`src/rtl/pcircle.sv`:
```
// pcircle: midpoint circle rasteriser driving a pixel-plot interface.
// Optional filled-disc mode is compiled in with `define PCIRCLE_FILL_EN.
// Outputs are registered and computed from next-state values, so the pixel on
// vga_x/vga_y is the one belonging to the current PLOT cycle.
module pcircle #(
    parameter int SCREEN_W = 160,
    parameter int SCREEN_H = 120,
    parameter int X_W      = 8,
    parameter int Y_W      = 7,
    parameter int COLOUR_W = 3
) (
    input  logic                clk,
    input  logic                rst_n,
    input  logic                start,
    input  logic                fill,
    input  logic [COLOUR_W-1:0] colour,
    input  logic [X_W-1:0]      centre_x,
    input  logic [Y_W-1:0]      centre_y,
    input  logic [X_W-1:0]      radius,
    output logic                done,
    output logic [X_W-1:0]      vga_x,
    output logic [Y_W-1:0]      vga_y,
    output logic [COLOUR_W-1:0] vga_colour,
    output logic                vga_plot
);

    // Two guard bits keep centre +/- offset exact and signed.
    localparam int CW = ((X_W > Y_W) ? X_W : Y_W) + 2;
    // Decision variable gets extra headroom for the 2*(oy-ox) term.
    localparam int KW = CW + 2;

    localparam logic signed [CW-1:0] SW_S = CW'(SCREEN_W);
    localparam logic signed [CW-1:0] SH_S = CW'(SCREEN_H);

    typedef enum logic [1:0] {StIdle, StInit, StPlot, StDone} state_e;

    state_e                 state_q, state_d;
    logic [COLOUR_W-1:0]    colour_q, colour_d;
    logic signed [CW-1:0]   cx_q, cx_d;
    logic signed [CW-1:0]   cy_q, cy_d;
    logic signed [CW-1:0]   r_q, r_d;
    logic                   fill_q, fill_d;
    logic signed [CW-1:0]   ox_q, ox_d;
    logic signed [CW-1:0]   oy_q, oy_d;
    logic signed [KW-1:0]   crit_q, crit_d;
    logic [2:0]             step_q, step_d;
    logic [1:0]             span_q, span_d;
    logic signed [CW-1:0]   sx_q, sx_d;
    logic                   done_q, done_d;
    logic [X_W-1:0]         vga_x_q, vga_x_d;
    logic [Y_W-1:0]         vga_y_q, vga_y_d;
    logic [COLOUR_W-1:0]    vga_colour_q, vga_colour_d;
    logic                   vga_plot_q, vga_plot_d;

    logic signed [CW-1:0]   ox_n, oy_n, ext_cur, ext_nxt, px, py;
    logic                   last;

`ifdef PCIRCLE_FILL_EN
    logic fill_in;
    assign fill_in = fill;
`else
    logic fill_in;
    logic unused_fill;
    assign fill_in     = 1'b0;
    assign unused_fill = fill;
`endif

    assign done       = done_q;
    assign vga_x      = vga_x_q;
    assign vga_y      = vga_y_q;
    assign vga_colour = vga_colour_q;
    assign vga_plot   = vga_plot_q;

    // Next-state: FSM sequencing, octant/span stepping and midpoint update.
    always_comb begin
        state_d      = state_q;
        colour_d     = colour_q;
        cx_d         = cx_q;
        cy_d         = cy_q;
        r_d          = r_q;
        fill_d       = fill_q;
        ox_d         = ox_q;
        oy_d         = oy_q;
        crit_d       = crit_q;
        step_d       = step_q;
        span_d       = span_q;
        sx_d         = sx_q;
        done_d       = done_q;
        vga_x_d      = '0;
        vga_y_d      = '0;
        vga_colour_d = '0;
        vga_plot_d   = 1'b0;
        ox_n         = ox_q;
        oy_n         = oy_q;
        ext_cur      = ox_q;
        ext_nxt      = ox_q;
        px           = '0;
        py           = '0;
        last         = 1'b0;

        case (state_q)
            StIdle: begin
                done_d = 1'b0;
                if (start) begin
                    colour_d = colour;
                    cx_d     = signed'(CW'(centre_x));
                    cy_d     = signed'(CW'(centre_y));
                    r_d      = signed'(CW'(radius));
                    fill_d   = fill_in;
                    state_d  = StInit;
                end
            end
            StInit: begin
                ox_d    = r_q;
                oy_d    = '0;
                crit_d  = KW'(1) - KW'(r_q);
                step_d  = '0;
                span_d  = '0;
                sx_d    = -r_q;
                state_d = StPlot;
            end
            StPlot: begin
                ext_cur = (span_q < 2'd2) ? ox_q : oy_q;
                last    = fill_q ? ((span_q == 2'd3) && (sx_q == oy_q)) : (step_q == 3'd7);
                if (last) begin
                    oy_n = oy_q + CW'(1);
                    if (crit_q[KW-1] || (crit_q == '0)) begin
                        ox_n   = ox_q;
                        crit_d = crit_q + (KW'(oy_n) <<< 1) + KW'(1);
                    end else begin
                        ox_n   = ox_q - CW'(1);
                        crit_d = crit_q + ((KW'(oy_n) - KW'(ox_n)) <<< 1) + KW'(1);
                    end
                    ox_d   = ox_n;
                    oy_d   = oy_n;
                    step_d = '0;
                    span_d = '0;
                    sx_d   = -ox_n;
                    if (oy_n > ox_n) begin
                        state_d = StDone;
                        done_d  = 1'b1;
                    end
                end else if (fill_q) begin
                    if (sx_q == ext_cur) begin
                        // Spans 0,1 run over +/-ox; spans 2,3 over +/-oy.
                        ext_nxt = (span_q == 2'd0) ? ox_q : oy_q;
                        span_d  = span_q + 2'd1;
                        sx_d    = -ext_nxt;
                    end else begin
                        sx_d = sx_q + CW'(1);
                    end
                end else begin
                    step_d = step_q + 3'd1;
                end
            end
            StDone: begin
                if (!start) begin
                    state_d = StIdle;
                    done_d  = 1'b0;
                end
            end
            default: state_d = StIdle;
        endcase

        // Pixel for the upcoming PLOT cycle, from the offsets it will hold.
        if (state_d == StPlot) begin
            if (fill_q) begin
                px = cx_q + sx_d;
                case (span_d)
                    2'd0:    py = cy_q + oy_d;
                    2'd1:    py = cy_q - oy_d;
                    2'd2:    py = cy_q + ox_d;
                    default: py = cy_q - ox_d;
                endcase
            end else begin
                case (step_d)
                    3'd0:    begin px = cx_q + ox_d; py = cy_q + oy_d; end
                    3'd1:    begin px = cx_q + oy_d; py = cy_q + ox_d; end
                    3'd2:    begin px = cx_q - ox_d; py = cy_q + oy_d; end
                    3'd3:    begin px = cx_q - oy_d; py = cy_q + ox_d; end
                    3'd4:    begin px = cx_q - ox_d; py = cy_q - oy_d; end
                    3'd5:    begin px = cx_q - oy_d; py = cy_q - ox_d; end
                    3'd6:    begin px = cx_q + ox_d; py = cy_q - oy_d; end
                    default: begin px = cx_q + oy_d; py = cy_q - ox_d; end
                endcase
            end
            vga_x_d      = px[X_W-1:0];
            vga_y_d      = py[Y_W-1:0];
            vga_colour_d = colour_q;
            // Clipped pixels keep their cycle but never strobe.
            vga_plot_d   = !px[CW-1] && (px < SW_S) && !py[CW-1] && (py < SH_S);
        end
    end

    // State and registered outputs, synchronous active-low reset.
    always_ff @(posedge clk) begin
        if (!rst_n) begin
            state_q      <= StIdle;
            colour_q     <= '0;
            cx_q         <= '0;
            cy_q         <= '0;
            r_q          <= '0;
            fill_q       <= 1'b0;
            ox_q         <= '0;
            oy_q         <= '0;
            crit_q       <= '0;
            step_q       <= '0;
            span_q       <= '0;
            sx_q         <= '0;
            done_q       <= 1'b0;
            vga_x_q      <= '0;
            vga_y_q      <= '0;
            vga_colour_q <= '0;
            vga_plot_q   <= 1'b0;
        end else begin
            state_q      <= state_d;
            colour_q     <= colour_d;
            cx_q         <= cx_d;
            cy_q         <= cy_d;
            r_q          <= r_d;
            fill_q       <= fill_d;
            ox_q         <= ox_d;
            oy_q         <= oy_d;
            crit_q       <= crit_d;
            step_q       <= step_d;
            span_q       <= span_d;
            sx_q         <= sx_d;
            done_q       <= done_d;
            vga_x_q      <= vga_x_d;
            vga_y_q      <= vga_y_d;
            vga_colour_q <= vga_colour_d;
            vga_plot_q   <= vga_plot_d;
        end
    end

endmodule

```
`config.mk`:
```
export PLATFORM = sky130hd
export DESIGN_NAME = pcircle
export DESIGN_NICKNAME = d
export VERILOG_FILES = /design/src/rtl/pcircle.sv
export SDC_FILE = /design/constraint.sdc
export NUM_CORES = 1
export LEC_CHECK = 0
export ABC_AREA = 1
export CORE_MARGIN = 3
export CORE_UTILIZATION = 45
export DETAILED_ROUTE_END_ITERATION = 6
export SLEW_MARGIN = 30
export SYNTH_ARGS = -nofsm -noshare
export SYNTH_HDL_FRONTEND = slang
export SYNTH_SLANG_ARGS = --single-unit
```
`constraint.sdc`:
```
create_clock -name clk -period 5.1 [get_ports clk]
set_input_delay 0.51 -clock clk [delete_from_list [all_inputs] [get_ports clk]]
set_output_delay 0.51 -clock clk [all_outputs]
set_load 0.005 [all_outputs]
```
==> results of run 1 <==
==> per-stage QoR <==
stage / util / hold WS (ns) / power [W] / std cells / worst slack (ns)
6_report: 0.533 / 0.440 / 0.00438 / 1374 / 0.580
5_1_grt: 0.533 / 0.462 / 0.00485 / 1374 / 0.0756
4_1_cts: 0.533 / 0.441 / 0.00440 / 1374 / 0.563
3_5_place_dp: 0.513 / 0.429 / 0.00371 / 1358 / 0.611
3_3_place_gp: 0.513 / 0.422 / 0.00369 / 1358 / 0.654
2_1_floorplan: - / 0.416 / 0.00298 / 1104 / 1.10
==> registers in the layout, indices dropped and copies added (netlist names) <==
name and count:
r_q 8, colour_q 3, step_q 3, crit_q 12, vga_x 8, cx_q 8
vga_y 7, ox_q 10, oy_q 10, state_q 2, vga_plot 1, cy_q 7
done 1, vga_colour 3
==> metal layers <==
layer,up-vias,track usage,share of wire
met1,3207,0.329,0.48
met4,0,0.0747,0.023
met3,29,0.0322,0.048
li1,3755,-,-
met2,178,0.396,0.45
met5,-,0,0
==> final cells by class <==
| class | instances | area, um^2 |
|---|---|---|
| inverter | 148 | 558 |
| sequential | 83 | 1660 |
| clock inverter | 7 | 71.3 |
| multi-input combinational | 849 | 4720 |
| tap | 211 | 264 |
| timing repair buffer | 67 | 623 |
| fill | 1606 | 7130 |
| clock buffer | 9 | 225 |
==> power by group <==
| part | switching (W) | total [W] | internal (W) |
|---|---|---|---|
| logic | 0.00179 | 0.00278 | 0.000990 |
| registers | 0.000134 | 0.000935 | 0.000801 |
| clock network | 0.000321 | 0.000671 | 0.000350 |
==> worst register-to-register path: cells and delay by family (launching register included) <==
kind	cells	cell delay (ns)
buf+inv	10	1.05
fa+ha+maj	3	0.83
flops	1	0.42
compound gates	5	1.06
simple gates	13	1.12
==> cells in the final DEF (no fill, tap or decap), drive strengths merged <==
master	synthesis	final
nand2	258	258
o31ai	3	3
xor2	22	22
a31oi	5	5
o221a	1	1
xnor2	10	10
ha	67	67
dfxtp	83	83
or4	1	1
a22oi	9	9
and2	5	5
clkbuf	13	9
nor2	156	156
o21a	1	1
o21ai	85	85
a221oi	7	7
a21oi	82	82
nor3	8	8
a311oi	3	3
or2	4	4
buf	11	19
clkdlybuf4s50	0	48
inv	145	152
o21bai	3	3
nand4	7	7
o211ai	5	5
clkinv	3	3
a21boi	1	1
a21o	3	3
nor3b	2	2
nand3	81	81
o22ai	6	6
nor4	2	2
a211oi	3	3
fa	5	5
o2111ai	4	4
==> how the worst max path moves through the flow <==
stage | startpoint | endpoint | slack (ns) | cells past startpoint
global route | state_q[0]$_SDFF_PN0_ | vga_plot$_SDFF_PN0_ | 0.08 | 30
detailed placement | state_q[0]$_SDFF_PN0_ | vga_plot$_SDFF_PN0_ | 0.61 | 30
finish | state_q[0]$_SDFF_PN0_ | vga_plot$_SDFF_PN0_ | 0.58 | 31
CTS | state_q[0]$_SDFF_PN0_ | vga_plot$_SDFF_PN0_ | 0.56 | 30
global placement | state_q[0]$_SDFF_PN0_ | vga_plot$_SDFF_PN0_ | 0.65 | 30
floorplan | state_q[0]$_SDFF_PN0_ | vga_plot$_SDFF_PN0_ | 1.10 | 28
==> logic make-up after synthesis <==
logic type	count (synthesis)	synth area share
XOR/XNOR	32	0.0396
adder cells (fa/ha/maj)	72	0.133
flip-flops	83	0.235
AND/OR/NAND/NOR	524	0.316
buffers and inverters	172	0.0968
AO/OA/AOI/OAI	221	0.180
==> flow_metrics.env, run 1 <==
export IMPL_critical_path_slowest_cell="dfxtp_1"
export IMPL_worst_slew_pin_slew_ns=0.656
export IMPL_drive_above_1_share=0.0765
export IMPL_grt_max_degree=38
export IMPL_slew_viol_final=0
export IMPL_grt_pass1_vias=6758
export IMPL_route_vias_total=7169
export IMPL_clock_skew_ns=0.0115
export IMPL_hpwl_um=16500
export IMPL_p_per_area_mw_per_mm2=539
export IMPL_netlist_area_mm2=0.00707
export IMPL_grt_pass1_wl_um=34000
export IMPL_maxSlewHeadroom=0.561
export IMPL_cts_buffer_depth=2
export IMPL_synth_top_area_cell="dfxtp_1"
export IMPL_crit_type="flop to flop"
export IMPL_areaGrowthSynthToFinish_pct=15.0
export IMPL_routed_via_density=5.22
export IMPL_worst_setup_path_end_kind="flop"
export IMPL_critPathMaxFanout=15
export IMPL_drt_pass1_iter_count=5
export IMPL_wirelength_um=20600
export IMPL_min_delay_start="colour_q[1]$_SDFFE_PN0P_"
export IMPL_syn_inst=1104
export IMPL_yosysMostFrequentCell="nand2_1"
export IMPL_synth_area_leaders="dfxtp_1, nand2_1, ha_1, nor2_1, inv_1"
export IMPL_reg2regPathDepth=31
export IMPL_critPathBufInv=10
export IMPL_hp_class="flop to flop"
export IMPL_cp_top_family="simple AND/OR/NAND/NOR gates"
export IMPL_fp_dieW_um=131
export IMPL_max_vdd_ir_drop_v=0.000252
export IMPL_synthArstFlopShare=0
export IMPL_reg2reg_from="state_q[0]$_SDFF_PN0_"
export IMPL_antenna_found_initial=0
export IMPL_globalplace_congestion=0.917
export IMPL_yosysWarnings=0
export IMPL_clock_sinks=83
export IMPL_whs_endpoint="vga_colour[1]$_SDFF_PN0_"
export IMPL_synth_seq_cells=83
export IMPL_crit_arrival_ns=4.81
export IMPL_hold_violations=0
export IMPL_rows=45
export IMPL_synth_top_area_frac=0.235
export IMPL_drc=0
export IMPL_start_util=0.463
export IMPL_root_buffer="clkbuf_16"
export IMPL_grt_usage=0.241
export IMPL_period_share=0.886
export IMPL_die_y_um=131
export IMPL_ctsHoldBuffers=0
export IMPL_n_antenna_cell=0
export IMPL_worstPathRequired_ns=5.39
export IMPL_syn_num_nets=1206
export IMPL_synth_ff_type="dfxtp_1"
export IMPL_ant_nets=0
export IMPL_max_freq_mhz=221
export IMPL_cts_setup_buffers=0
export IMPL_nNetsFinal=1260
export IMPL_h_tree_depth=3
export IMPL_setup_viol=0
export IMPL_wl_per_cell_um=15.0
export IMPL_rsz0062_at_grt="no"
export IMPL_ff2ff_setup_slack_ns=0.58
export IMPL_cts_clk_slew_worst_paths_ns=0.08
export IMPL_cap_violations=0
export IMPL_dieArea_mm2=0.0172
export IMPL_start_kind="flop"
export IMPL_cts_tree="built"
export IMPL_critPathMaxStageDelay_ns=0.42
export IMPL_portBuffers=48
export IMPL_io_pins=50
export IMPL_outcome="finished, final reports clean"
export IMPL_timing_rr_end="vga_plot$_SDFF_PN0_"
export IMPL_overflow=0
export IMPL_synth_area_per_cell_um2=6.40
export IMPL_tns_ns=0
export IMPL_clock_latency_ns=0.35
export IMPL_core_area_mm2=0.0153
export IMPL_fin_area_mm2=0.00813
export IMPL_p_leak_nw=3.99
export IMPL_post_cts_resized=0
export IMPL_synth_cell_type_count=51
export IMPL_seq_area_frac_synth=0.235
export IMPL_synth_commonest_cells="nand2_1, nor2_1, inv_1, dfxtp_1, a21oi_1"
export IMPL_hold_depth=2
export IMPL_synth_edf_count=0
export IMPL_drt_iter0_drc=528
export IMPL_dpl_cell_area_mm2=0.00783
export IMPL_cts_buffers=9
export IMPL_layout_min_cycle_time_ns=4.52
export IMPL_cpMostUsedCell="inv_1"
Power figures use the tool's default switching activity.
==> run 2, diff against run 1 <==
Settings changed: PLACE_DENSITY from default to 0.66.
Clock period 5.1 ns to 4.1 ns, I/O delays scaled along.
==> run 2 against run 1 <==
  * Sequential share of layout area decreased by 2.3 points
  * Count of clock-buffer cells in the layout increased by 1
  * Hold slack got worse by 0.0027 ns
  * Die area unchanged
  * Sequential cell count unchanged
  * Fmax increased by 17%
  * Final area increased by 13%
  * Setup slack got worse by 0.36 ns
  * Critical path type unchanged
==> flow_metrics.env, run 2 (same netlist as run 1, synthesis figures left out) <==
export IMPL_slew_viol_final=0
export IMPL_dpl_cell_area_mm2=0.00843
export IMPL_clock_skew_ns=0.0167
export IMPL_drt_pass1_iter_count=5
export IMPL_grt_max_degree=38
export IMPL_start_util=0.463
export IMPL_critical_path_slowest_cell="ha_1"
export IMPL_layout_min_cycle_time_ns=3.88
export IMPL_start_kind="flop"
export IMPL_hold_violations=0
export IMPL_fp_dieW_um=131
export IMPL_internal_power_w=0.00320
export IMPL_switchingPower_w=0.00299
export IMPL_grt_pass1_vias=7092
export IMPL_critPathMaxFanout=5
export IMPL_critPathMaxStageDelay_ns=0.33
export IMPL_route_vias_total=7564
export IMPL_ant_nets=0
export IMPL_critPathBufInv=5
export IMPL_p_per_area_mw_per_mm2=673
export IMPL_setup_viol=0
export IMPL_grt_usage=0.243
export IMPL_ctsHoldBuffers=0
export IMPL_wl_met1_um=10200
export IMPL_clock_latency_ns=0.35
export IMPL_drt_iter0_drc=559
export IMPL_overflow=0
export IMPL_final_cells=1464
export IMPL_fin_area_mm2=0.00919
export IMPL_seq_power_share=0.184
export IMPL_dieArea_mm2=0.0172
export IMPL_die_y_um=131
export IMPL_max_vdd_ir_drop_v=0.000389
export IMPL_hpwl_um=17000
export IMPL_io_pins=50
export IMPL_p_leak_nw=4.48
export IMPL_maxSlewHeadroom=0.568
export IMPL_placedCellCount=1436
export IMPL_core_area_mm2=0.0153
export IMPL_crit_arrival_ns=4.16
export IMPL_cp_top_family="simple AND/OR/NAND/NOR gates"
export IMPL_rows=45
export IMPL_cap_violations=0
export IMPL_n_antenna_cell=0
export IMPL_fillers=1447
export IMPL_largest_register="crit_q"
export IMPL_nNetsFinal=1350
export IMPL_worst_slew_pin_slew_ns=0.648
export IMPL_final_cell_mix="nand2_1, nor2_1, inv_1"
export IMPL_period_share=0.946
export IMPL_portBuffers=48
export IMPL_cpMostUsedCell="nand2_1"
export IMPL_wl_per_cell_um=14.6
export IMPL_max_freq_mhz=258
export IMPL_clock_sinks=83
export IMPL_grt_pass1_wl_um=34700
export IMPL_dr_max_layer_used="met4"
export IMPL_met3_length_um=870
export IMPL_areaGrowthSynthToFinish_pct=30.0
export IMPL_final_common_cell="nand2_1"
export IMPL_hp_class="flop to flop"
export IMPL_drive_above_1_share=0.196
export IMPL_antenna_found_initial=0
export IMPL_wirelength_um=21400
export IMPL_cts_clk_slew_worst_paths_ns=0.07
export IMPL_worstPathRequired_ns=4.38
export IMPL_cts_buffer_depth=2
export IMPL_whs_ns=0.437
export IMPL_h_tree_depth=3
export IMPL_worst_setup_path_end_kind="flop"
export IMPL_root_buffer="clkbuf_16"
export IMPL_routed_via_density=5.17
export IMPL_power_share_clock=0.140
export IMPL_globalplace_congestion=0.960
export IMPL_drc=0
export IMPL_comb_power_share=0.677
export IMPL_cts_tree="built"
export IMPL_largest_reg_flops=12
export IMPL_reg_top3="crit_q x12, ox_q x10, oy_q x10"
export IMPL_crit_type="flop to flop"
export IMPL_outcome="finished, final reports clean"
export IMPL_cts_buffers=9
export IMPL_p_sw_frac=0.483
export IMPL_total_power_w=0.00619
export IMPL_route_met2_wl_um=9900
==> run 2: changes by cell type in the layout (fill, tap and decap cells not counted), sizes merged <==
| cell | previous run | this run |
|---|---|---|
| buf | 19 | 109 |
| inv | 152 | 148 |
| clkinvlp | 0 | 2 |
| bufinv | 0 | 1 |
| clkbuf | 9 | 10 |
==> run 2: area by class of cell <==
cell class | instances | area (um^2) | area share
Clock buffer | 10 | 239 | 0.0260
Clock inverter | 6 | 71.3 | 0.00776
Inverter | 148 | 561 | 0.0610
Multi-Input combinational cell | 849 | 5060 | 0.551
Sequential cell | 83 | 1670 | 0.182
Tap cell | 211 | 264 | 0.0287
Timing Repair Buffer | 157 | 1320 | 0.144
==> run 2: path summary, 6_finish.rpt <==
| path | cells past startpoint | slack (ns) | start | endpoint |
|---|---|---|---|---|
| worst max-delay path | 30 | 0.22 | step_q[0]$_SDFF_PN0_ | vga_plot$_SDFF_PN0_ |
| worst min-delay path | 2 | 0.44 | colour_q[0]$_SDFFE_PN0P_ | vga_colour[0]$_SDFF_PN0_ |
| worst max register to register | 30 | 0.22 | step_q[0]$_SDFF_PN0_ | vga_plot$_SDFF_PN0_ |
| worst min register to register | 2 | 0.44 | colour_q[0]$_SDFFE_PN0P_ | vga_colour[0]$_SDFF_PN0_ |
==> run 2: through the flow <==
step,TNS [ns],utilization,worst slack (ns)
floorplan,0,-,0.100
global placement,0,0.552,0.00537
detailed placement,-0.0915,0.552,-0.0915
CTS,0,0.574,0.00413
global route,-0.0702,0.602,-0.0702
finish,0,0.602,0.221
==> run 2: worst reg2reg max path, delay by kind of cell, from the launching register on <==
family	cells	cell delay [ns]
flip-flops	1	0.31
adder cells (fa/ha/maj)	3	0.70
AND/OR/NAND/NOR	14	1.21
AO/OA/AOI/OAI	7	0.94
XOR/XNOR	1	0.16
buffers and inverters	5	0.49
==> run 2: per-layer routing <==
metal | up-vias | track usage
li1 | 3925 | -
met1 | 3454 | 0.333
met2 | 158 | 0.401
met3 | 27 | 0.0287
met4 | 0 | 0.0729
met5 | - | 0
==> run 2: what timing repair did <==
action	CTS	global route
pin swaps	0	28
gates cloned	0	0
resized for setup	5	83
endpoints found under the setup margin	1	10
buffers inserted	0	12
==> run 2: power groups by stage <==
stage / combinational [W] / sequential (W) / clock (W)
finish: 0.00419 / 0.00114 / 0.000864
global route: 0.00467 / 0.00116 / 0.000910
CTS: 0.00382 / 0.00113 / 0.000877
detailed placement: 0.00378 / 0.00115 / 0
global placement: 0.00374 / 0.00114 / 0
floorplan: 0.00258 / 0.00113 / 0
==> run 3, diff against run 2 <==
Settings changed: CTS_BUF_LIST from default to sky130_fd_sc_hd__clkbuf_8 sky130_fd_sc_hd__clkbuf_16.
==> results of run 3 <==
Same layout as run 2: the final DEF is identical, and so are final timing and power.
